## src/rtl/riscv_rob_pkg.sv

```systemverilog
// Shared reorder-buffer definitions used by the ROB controller, scoreboard and ROB data array.
package riscv_rob_pkg;

  localparam int unsigned ROB_ENTRIES = 32;
  localparam int unsigned ROB_SLOT_W  = 5;

  // Per-slot lifecycle: allocated at issue, completed at writeback, freed at retirement.
  typedef enum logic [1:0] {
    EntFree    = 2'd0,
    EntPending = 2'd1,
    EntReady   = 2'd2
  } rob_state_e;

endpackage

```

## src/rtl/rob_entry_state.sv

```systemverilog
// One ROB slot: lifecycle state plus the destination fields captured at allocation.
module rob_entry_state
  import riscv_rob_pkg::*;
#(
  parameter int unsigned REG_W = 5
) (
  input  logic             clk,
  input  logic             reset,
  input  logic             alloc,
  input  logic             alloc_wen,
  input  logic [REG_W-1:0] alloc_dst,
  input  logic             fill,
  input  logic             commit,
  output rob_state_e       state,
  output logic             wen,
  output logic [REG_W-1:0] dst,
  output logic             fill_bad
);

  // A completion is only meaningful for a slot that is still waiting on its result.
  always_comb begin
    fill_bad = fill && (state != EntPending);
  end

  // Slot state machine; alloc and commit never target the same slot in one cycle.
  always_ff @(posedge clk) begin
    if (reset) begin
      state <= EntFree;
      wen   <= 1'b0;
      dst   <= '0;
    end else if (alloc) begin
      state <= EntPending;
      wen   <= alloc_wen;
      dst   <= alloc_dst;
    end else if (fill && state == EntPending) begin
      state <= EntReady;
    end else if (commit) begin
      state <= EntFree;
    end
  end

endmodule

```

## src/rtl/rob_commit_ctrl.sv

```systemverilog
// In-order ROB slot allocation and dual retirement for the dual-issue core.
module rob_commit_ctrl
  import riscv_rob_pkg::*;
#(
  parameter int unsigned ENTRIES = ROB_ENTRIES,
  parameter int unsigned SLOT_W  = ROB_SLOT_W,
  parameter int unsigned REG_W   = 5
) (
  input  logic              clk,
  input  logic              reset,
  input  logic              alloc0_val,
  input  logic              alloc0_wen,
  input  logic [REG_W-1:0]  alloc0_dst,
  input  logic              alloc1_val,
  input  logic              alloc1_wen,
  input  logic [REG_W-1:0]  alloc1_dst,
  output logic [SLOT_W-1:0] alloc0_slot,
  output logic [SLOT_W-1:0] alloc1_slot,
  output logic              rob_rdy_1,
  output logic              rob_rdy_2,
  input  logic              fillA_val,
  input  logic [SLOT_W-1:0] fillA_slot,
  input  logic              fillB_val,
  input  logic [SLOT_W-1:0] fillB_slot,
  output logic              commit_val_1,
  output logic [SLOT_W-1:0] commit_slot_1,
  output logic              commit_wen_1,
  output logic [REG_W-1:0]  commit_waddr_1,
  output logic              commit_val_2,
  output logic [SLOT_W-1:0] commit_slot_2,
  output logic              commit_wen_2,
  output logic [REG_W-1:0]  commit_waddr_2,
  output logic [SLOT_W:0]   occupancy,
  output logic              fill_err
);

  localparam int unsigned OccW = SLOT_W + 1;
  localparam logic [OccW-1:0] OccRdy1 = OccW'(ENTRIES - 1);
  localparam logic [OccW-1:0] OccRdy2 = OccW'(ENTRIES - 2);

  logic [SLOT_W-1:0] head_q, head_d, head_nxt, tail_q, tail_d;
  logic [OccW-1:0]   occ_q, occ_d, n_alloc, n_commit;
  logic              fill_err_q, fill_err_d;

  logic              alloc_ok, alloc0_go, alloc1_go;
  logic              fill_collide, fillA_go, fillB_go, fill_bad_any;
  logic              cv1, cv2;

  rob_state_e        ent_state     [ENTRIES];
  logic              ent_wen       [ENTRIES];
  logic [REG_W-1:0]  ent_dst       [ENTRIES];
  logic              ent_fill_bad  [ENTRIES];
  logic              ent_alloc     [ENTRIES];
  logic              ent_alloc0    [ENTRIES];
  logic              ent_alloc_wen [ENTRIES];
  logic [REG_W-1:0]  ent_alloc_dst [ENTRIES];
  logic              ent_fill      [ENTRIES];
  logic              ent_commit    [ENTRIES];

  // Readiness and slot grants; rdy uses pre-update occupancy so same-cycle frees are not reused.
  always_comb begin
    rob_rdy_1   = (occ_q <= OccRdy1);
    rob_rdy_2   = (occ_q <= OccRdy2);
    alloc0_slot = tail_q;
    alloc1_slot = alloc0_val ? tail_q + SLOT_W'(1) : tail_q;
    alloc_ok    = (alloc0_val && alloc1_val) ? rob_rdy_2 : rob_rdy_1;
    alloc0_go   = alloc0_val && alloc_ok;
    alloc1_go   = alloc1_val && alloc_ok;
  end

  // Writeback qualification; both pipes naming one slot is dropped entirely.
  always_comb begin
    fill_collide = fillA_val && fillB_val && (fillA_slot == fillB_slot);
    fillA_go     = fillA_val && !fill_collide;
    fillB_go     = fillB_val && !fill_collide;
  end

  // Retirement of the oldest one or two ready entries; nothing retires while in reset.
  always_comb begin
    head_nxt = head_q + SLOT_W'(1);
    cv1      = !reset && (ent_state[head_q] == EntReady);
    cv2      = cv1 && (occ_q >= OccW'(2)) && (ent_state[head_nxt] == EntReady);

    commit_val_1   = cv1;
    commit_slot_1  = cv1 ? head_q : '0;
    commit_wen_1   = cv1 && ent_wen[head_q];
    commit_waddr_1 = cv1 ? ent_dst[head_q] : '0;
    commit_val_2   = cv2;
    commit_slot_2  = cv2 ? head_nxt : '0;
    commit_wen_2   = cv2 && ent_wen[head_nxt];
    commit_waddr_2 = cv2 ? ent_dst[head_nxt] : '0;
  end

  // Decode pointers and strobes into per-slot alloc/fill/commit controls.
  always_comb begin
    for (int unsigned i = 0; i < ENTRIES; i++) begin
      ent_alloc0[i]    = alloc0_go && (alloc0_slot == SLOT_W'(i));
      ent_alloc[i]     = ent_alloc0[i] || (alloc1_go && (alloc1_slot == SLOT_W'(i)));
      ent_alloc_wen[i] = ent_alloc0[i] ? alloc0_wen : alloc1_wen;
      ent_alloc_dst[i] = ent_alloc0[i] ? alloc0_dst : alloc1_dst;
      ent_fill[i]      = (fillA_go && (fillA_slot == SLOT_W'(i)))
                      || (fillB_go && (fillB_slot == SLOT_W'(i)));
      ent_commit[i]    = (cv1 && (head_q == SLOT_W'(i))) || (cv2 && (head_nxt == SLOT_W'(i)));
    end
  end

  // Any slot receiving a completion it was not waiting for.
  always_comb begin
    fill_bad_any = 1'b0;
    for (int unsigned i = 0; i < ENTRIES; i++) begin
      fill_bad_any = fill_bad_any | ent_fill_bad[i];
    end
  end

  // Pointer, occupancy and sticky-error next state.
  always_comb begin
    n_alloc    = OccW'(alloc0_go) + OccW'(alloc1_go);
    n_commit   = OccW'(cv1) + OccW'(cv2);
    occ_d      = occ_q + n_alloc - n_commit;
    tail_d     = tail_q + SLOT_W'(n_alloc);
    head_d     = head_q + SLOT_W'(n_commit);
    fill_err_d = fill_err_q | fill_collide | fill_bad_any;
  end

  // Controller state registers.
  always_ff @(posedge clk) begin
    if (reset) begin
      head_q     <= '0;
      tail_q     <= '0;
      occ_q      <= '0;
      fill_err_q <= 1'b0;
    end else begin
      head_q     <= head_d;
      tail_q     <= tail_d;
      occ_q      <= occ_d;
      fill_err_q <= fill_err_d;
    end
  end

  assign occupancy = occ_q;
  assign fill_err  = fill_err_q;

  for (genvar g = 0; g < ENTRIES; g++) begin : g_ent
    rob_entry_state #(
      .REG_W(REG_W)
    ) u_ent (
      .clk      (clk),
      .reset    (reset),
      .alloc    (ent_alloc[g]),
      .alloc_wen(ent_alloc_wen[g]),
      .alloc_dst(ent_alloc_dst[g]),
      .fill     (ent_fill[g]),
      .commit   (ent_commit[g]),
      .state    (ent_state[g]),
      .wen      (ent_wen[g]),
      .dst      (ent_dst[g]),
      .fill_bad (ent_fill_bad[g])
    );
  end

endmodule

```

## config.mk

```make
export PLATFORM = sky130hd
export DESIGN_NAME = rob_commit_ctrl
export DESIGN_NICKNAME = d
export VERILOG_FILES = /design/src/rtl/riscv_rob_pkg.sv /design/src/rtl/rob_entry_state.sv /design/src/rtl/rob_commit_ctrl.sv
export SDC_FILE = /design/constraint.sdc
export NUM_CORES = 1
export LEC_CHECK = 0
export BUFFER_PORTS_ARGS = -buffer_cell sky130_fd_sc_hd__buf_2
export CORE_UTILIZATION = 40
export DETAILED_ROUTE_END_ITERATION = 8
export PLACE_DENSITY = 0.57
export SYNTH_ARGS = -nofsm -noshare
export SYNTH_HDL_FRONTEND = slang
export SYNTH_SLANG_ARGS = --single-unit
```

## constraint.sdc

```tcl
create_clock -name clk -period 13.11 [get_ports clk]
set_clock_uncertainty 0.1 [all_clocks]
set_input_delay 0.6555 -clock clk [delete_from_list [all_inputs] [get_ports clk]]
set_output_delay 0.6555 -clock clk [all_outputs]
set_load 0.01 [all_outputs]
```

## Word-level counts from Yosys, hierarchy flattened

Cells that the tools add are included.

| word-level totals | value |
|---|---|
| flip-flop bits (word level) | 273 |
| output and inout bits | 43 |

| cells by class | value |
|---|---|
| multiplexer cells | 184 |
| equal/unequal tests | 253 |
| reductions and logical operators | 468 |
| magnitude comparators | 5 |
| bitwise operators | 35 |
| add/sub/neg operators | 8 |

Operator list:

| cell | number |
|---|---|
| $eq A5 B5 Y1 const B | 96 |
| $logic_and A1 B1 Y1 | 268 |
| $eq A5 B4 Y1 const B | 48 |
| $mux W5 | 41 |
| $mux W2 | 68 |
| $eq A5 B3 Y1 const B | 24 |
| $logic_or A1 B1 Y1 | 96 |
| $reduce_bool A3 Y1 | 32 |
| $mux W1 | 69 |
| $eq A2 B1 Y1 const B | 32 |
| $ne A2 B1 Y1 const B | 32 |
| $reduce_bool A2 Y1 | 32 |
| $reduce_or A2 Y1 | 32 |
| $eq A5 B2 Y1 const B | 12 |
| $bmux W5 S5 | 2 |
| $or A1 B1 Y1 | 33 |
| $eq A5 B1 Y1 const B | 6 |
| $logic_not A5 Y1 | 6 |
| $bmux W2 S5 | 2 |
| $ge A6 B6 Y1 const B | 2 |
| $le A6 B5 Y1 const B | 2 |
| $not A5 Y6 | 2 |
| $add A5 B1 Y5 const B | 2 |
| $add A5 B2 Y5 | 2 |
| other kinds (8) | 12 |

## Longest topological paths before layout

| depth | value |
|---|---|
| depth after elaboration | 39 |
| mapped depth | 23 |

## By module

Synthesis repeated with hierarchy kept, for this count alone.

| unflattened totals | value |
|---|---|
| cells, all modules | 2036 |
| area, all modules | 19387.3 um^2 |

Modules (own cells, without submodules):

| module | instances | seq. area each (um^2) | cells each | area each (um^2) |
|---|---|---|---|---|
| rob_entry_state | 32 | 160.2 | 31 | 306.5 |
| rob_commit_ctrl | 1 | 340.3 | 1044 | 9577.9 |

## Least setup slack after synthesis

Ideal clock, no wire load.

| timing path | value |
|---|---|
| path kind | register to register |
| from | register head_q[2] |
| to | register occ_q[5], in the netlist occupancy[5] |
| arrival time | 4.733 ns |
| required time | 12.940 ns |
| clock period less this slack | 4.904 ns |
| library setup time | 0.070 ns |
| stages on the path, launching flop included | 22 |
| buffers on the path | 6 |
| setup slack | 8.206 ns |
| path through | dfxtp_1 > buf_2 > buf_2 > buf_1 > and3_1 > ha_1 > clkbuf_1 > clkbuf_1 > o211ai_1 > clkbuf_1 > inv_1 > ha_1 > fa_1 > inv_1 > ha_1 > a21o_1 > a21oi_1 > nor2_1 > nor2_1 > nor2_1 > or3_1 > a21oi_1 |

| between the ends | value |
|---|---|
| cells in the longest elaborated chain, start to end | 10 |
| elaborated cells between the ends (all ways) | 16 |

Ends and longest elaborated chain:

| item | line | RTL |
|---|---|---|
| start, declared | rob_commit_ctrl.sv:41 | `logic [SLOT_W-1:0] head_q, head_d, head_nxt, tail_q, tail_d;` |
| start signal, assigned | rob_commit_ctrl.sv:128 | `head_q <= '0;` |
| start signal, assigned | rob_commit_ctrl.sv:133 | `head_q <= head_d;` |
| branches (longest 7 deep; another with $add A5 B1 Y5) | - |  |
| $logic_and A1 B1 Y1 * | rob_commit_ctrl.sv:82 | `cv2 = cv1 && (occ_q >= OccW'(2)) && (ent_state[head_nxt] == EntReady);` |
| named net commit_val_2 | rob_commit_ctrl.sv:29 | `output logic commit_val_2,` |
| $add A1 B1 Y2 * | rob_commit_ctrl.sv:118 | `n_commit = OccW'(cv1) + OccW'(cv2);` |
| $sub A6 B2 Y6 * | rob_commit_ctrl.sv:119 | `occ_d = occ_q + n_alloc - n_commit;` |
| end signal, assigned | rob_commit_ctrl.sv:130 | `occ_q <= '0;` |
| end signal, assigned | rob_commit_ctrl.sv:135 | `occ_q <= occ_d;` |
| end, declared | rob_commit_ctrl.sv:42 | `logic [OccW-1:0] occ_q, occ_d, n_alloc, n_commit;` |

Mark *: on every way through the listed nets, which the timed path passes. The select of a mux whose other input is x is not followed.
A chain may end at the register's enable or synchronous reset.

## Worst setup path in the final report

| timing path | value |
|---|---|
| from | register head_q[1] |
| to | register occ_q[5], in the netlist occupancy[5] |

| between the ends | value |
|---|---|
| cells in the longest elaborated chain, start to end | 10 |
| elaborated cells between the ends (all ways) | 16 |

Ends and longest elaborated chain:

| item | line |
|---|---|
| branches (longest 8 deep; another with $add A5 B1 Y5) | - |
| $add A1 B1 Y2 * | rob_commit_ctrl.sv:118 |
| $sub A6 B2 Y6 * | rob_commit_ctrl.sv:119 |

Mark *: on every way between the ends. The select of a mux whose other input is x is not followed.

==> flow_summary.json <==
{
  "r2r_setup_slack_ps": 6630,
  "final_nets": 2153,
  "fmax_mhz": 154,
  "synth_ff_type": "dfxtp_1",
  "ctsHoldBuffers": 0,
  "hold_path_class": "register to register",
  "io_pins": 71,
  "grt-ovfl-total": 0,
  "finalHoldViolCount": 0,
  "path_clk_slew_ps": 60,
  "synth_cell_types": 88,
  "vias": 18100,
  "numPortBuffers": 70,
  "cts_setup_buffers": 0,
  "cp_cell_sequence": "inv_2, ha_2, buf_4, clkinv_1, mux4_2, o21ai_0, and4_1, a2bb2oi_2, o211ai_1, inv_1, ha_1, fa_1, inv_1, ha_1, a21o_1, a21oi_1, nor2_1, nor2_1, nor2_1, or3_1, a21oi_1",
  "relSlewSlack_pct": 10.2,
  "peakVddDrop_v": 0.000111,
  "ant_nets": 0,
  "coreArea_um2": 45900,
  "cp-startpoint": "head_q[1]$_SDFF_PP0_",
  "leakage_nw": 7.15,
  "die_w_um": 219,
  "outcome": "finished clean",
  "avgSynthCellArea_um2": 8.73,
  "ys_warn_count": 0,
  "post_cts_resized": 0,
  "finalCritPeriodShare_pct": 49.4,
  "grt_pass1_wl_mm": 110,
  "pwr-share-comb_pct": 23.3,
  "first_global_vias": 16800,
  "num_rows": 78,
  "slowest_stage": "dfxtp_2",
  "grt_antenna_before_repair": 1,
  "power_frac_seq_pct": 37.8,
  "critPathTopFamily": "buffers and inverters",
  "synth_edf_count": 0,
  "holdWs_ps": 384,
  "setup_tns_ps": 0,
  "worst_pin_slew_ps": 1340,
  "cts.htree.levels": 2,
  "ys_top_cells_by_area": "dfxtp_1 (29%), mux4_2 (15%), mux2i_1 (7.3%), nor2_1 (5.4%), a211oi_1 (5.2%)",
  "crit_buf_inv": 5,
  "ys_ff_latch": 273,
  "setup_viol": 0,
  "grt_use_total_pct": 30.7,
  "cp_num_cells": 21,
  "gp_congestion": 0.966,
  "avgViaCountPerCell": 6.67,
  "crit_path_max_fanout": 53,
  "clockBufferDepth": 3,
  "hpwlAfterDp_mm": 51.4,
  "die-area_um2": 47800,
  "cap_viol_max_count": 0,
  "yosys.area.top_type_share_pct": 29.1,
  "layout_min_cycle_time_ps": 6480,
  "grt_max_degree": 214,
  "slowest_delay_ps": 700,
  "p_sw_w": 0.000838,
  "final_core_util_pct": 44.6,
  "synthArstFlopShare_pct": 0,
  "rr_endpoint": "occupancy[5]$_SDFF_PP0_",
  "wirelength_mm": 73.8,
  "crit_path_end": "occupancy[5]$_SDFF_PP0_",
  "cts_tree": "done",
  "cts_buffers": 35,
  "syn-num-nets": 2213,
  "rsz0062_at_grt": "no",
  "diodes": 0,
  "wire_per_inst_um": 27.2,
  "cp-end-kind": "register",
  "clock-sinks": 273,
  "crit_arrival_ps": 6830,
  "worstPathRequired_ps": 13460,
  "synth_cells": 2150,
  "drt-pass1-iter-count": 6,
  "cp_common_cell": "nor2_1",
  "criticalPathCategory": "register to register",
  "p_int_w": 0.00164,
  "p_clk_share_pct": 38.9,
  "drcViolationCount": 0,
  "reg2reg_depth": 21,
  "initial_utilization_pct": 40.9,
  "cts-root-buf": "clkbuf_16",
  "synthToLayoutAreaGrowth_pct": 8.99,
  "first_iter_violations": 2143,
  "power_density_nw_per_um2": 121,
  "worstSkewPairLatency_ps": 550,
  "swShare_pct": 33.8,
  "drive_above_1_share_pct": 14.7,
  "yosys.area.top_type": "dfxtp_1",
  "worstReg2RegStart": "head_q[1]$_SDFF_PP0_",
  "final_max_slew_viol_count": 0,
  "die_h_um": 219,
  "ys_seq_area_share_pct": 29.1,
  "min_path_cells": 2,
  "syn_area_um2": 18800,
  "crit_path_start_kind": "register"
}
worst min-delay path by stage:
stage                                               start                                     to  slack (ps)
floorplan           g_ent[21].u_ent.state[0]$_SDFFE_PP0P_  g_ent[21].u_ent.state[0]$_SDFFE_PP0P_         360
global placement    g_ent[21].u_ent.state[0]$_SDFFE_PP0P_  g_ent[21].u_ent.state[0]$_SDFFE_PP0P_         370
detailed placement  g_ent[23].u_ent.state[0]$_SDFFE_PP0P_  g_ent[23].u_ent.state[0]$_SDFFE_PP0P_         380
CTS                 g_ent[23].u_ent.state[0]$_SDFFE_PP0P_  g_ent[23].u_ent.state[0]$_SDFFE_PP0P_         390
global route          g_ent[18].u_ent.dst[2]$_SDFFE_PP0P_    g_ent[18].u_ent.dst[2]$_SDFFE_PP0P_         410
finish              g_ent[23].u_ent.state[0]$_SDFFE_PP0P_  g_ent[23].u_ent.state[0]$_SDFFE_PP0P_         380
registers in the layout, summed over array words and instances, names as in the netlist:
name and count:
alloc0_slot 5, fill_err 1, g_ent.u_ent.dst 160, g_ent.u_ent.state 64
g_ent.u_ent.wen 32, head_q 5, occupancy 6
stage by stage:
step | setup WS, ps | cells | cell area (um^2) | power (W)
2_1_floorplan | 8210 | 2150 | 18800 | 0.00131
3_3_place_gp | 6800 | 2653 | 19300 | 0.00150
3_5_place_dp | 6700 | 2653 | 19300 | 0.00151
4_1_cts | 6680 | 2712 | 20500 | 0.00247
5_1_grt | 6290 | 2712 | 20500 | 0.00257
6_report | 6630 | 2712 | 20500 | 0.00248
Yosys cell counts, types with 6 or more instances:
cell	count
and3_1	19
or3_1	13
a32oi_1	14
dfxtp_1	273
a31oi_1	10
a22oi_1	8
nand2b_1	33
o2bb2ai_1	7
inv_1	48
clkbuf_1	152
o311ai_0	7
o311ai_1	7
a21oi_1	46
nor4_1	17
nand4_1	19
and2_1	15
o211ai_1	13
a211oi_1	129
buf_1	7
nor2b_1	60
o21ai_0	42
o21ai_1	14
nor3b_1	11
nor3_1	28
nor2_1	271
nand2_1	252
mux2i_1	137
buf_2	31
o31ai_1	6
mux4_2	125
o2111ai_1	12
o22ai_1	21
nand3b_1	9
nand3_1	56
a311oi_1	79
xor2_1	12
ha_1	31
power groups by stage:
stage	clock network (W)	registers, W	logic (W)
floorplan	0	0.000938	0.000371
global placement	0	0.000951	0.000553
detailed placement	0	0.000953	0.000559
CTS	0.000975	0.000935	0.000562
global route	0.00101	0.000943	0.000615
finish	0.000962	0.000936	0.000578
placed cells by master (no fill, tap or decap), types with 33 or more instances in the layout:
master | Yosys | final
mux2i_1 | 137 | 137
nand3_1 | 56 | 56
clkbuf_16 | 0 | 35
buf_2 | 31 | 69
mux4_2 | 125 | 125
a21oi_1 | 46 | 46
dfxtp_1 | 273 | 271
inv_1 | 48 | 48
nand2_1 | 252 | 252
a211oi_1 | 129 | 129
o21ai_0 | 42 | 42
a311oi_1 | 79 | 79
nor2b_1 | 60 | 60
nor2_1 | 271 | 270
nand2b_1 | 33 | 33
logic make-up after synthesis:
group,count (synthesis),share of synthesized area [%]
AOI/OAI and AO/OA,479,19.1
DFF,273,29.1
adders and majority gates,35,2.49
xor gates and xnor gates,16,0.747
buffers and inverters,246,5.22
and+or+nand+nor,837,20.9
muxes,264,22.4
cell type report:
| type | instances | area (um^2) |
|---|---|---|
| Clock inverter | 9 | 121 |
| Inverter | 53 | 201 |
| Fill cell | 4474 | 25400 |
| Clock buffer | 50 | 992 |
| Multi-Input combinational cell | 1631 | 12300 |
| Sequential cell | 273 | 5470 |
| Timing Repair Buffer | 96 | 567 |
| Tap cell | 600 | 751 |
worst register-to-register path: stages (launching register included):
cell and delay [ps]:
dfxtp_2 700, inv_2 270, ha_2 390, buf_4 700, clkinv_1 520, mux4_2 390
o21ai_0 120, and4_1 570, a2bb2oi_2 180, o211ai_1 170, inv_1 120, ha_1 260
fa_1 530, inv_1 50, ha_1 260, a21o_1 180, a21oi_1 220, nor2_1 60
nor2_1 80, nor2_1 50, or3_1 310, a21oi_1 140
layer usage:
| metal | up-vias | track usage (%) | share of wire [%] |
|---|---|---|---|
| li1 | 7966 | - | - |
| met3 | 204 | 4.87 | 9.4 |
| met2 | 1080 | 48.6 | 45 |
| met1 | 8841 | 41.5 | 41 |
| met4 | 2 | 12.3 | 4.2 |
| met5 | - | 0 | 0.014 |
No activity file was read; power rests on OpenSTA's default activity.
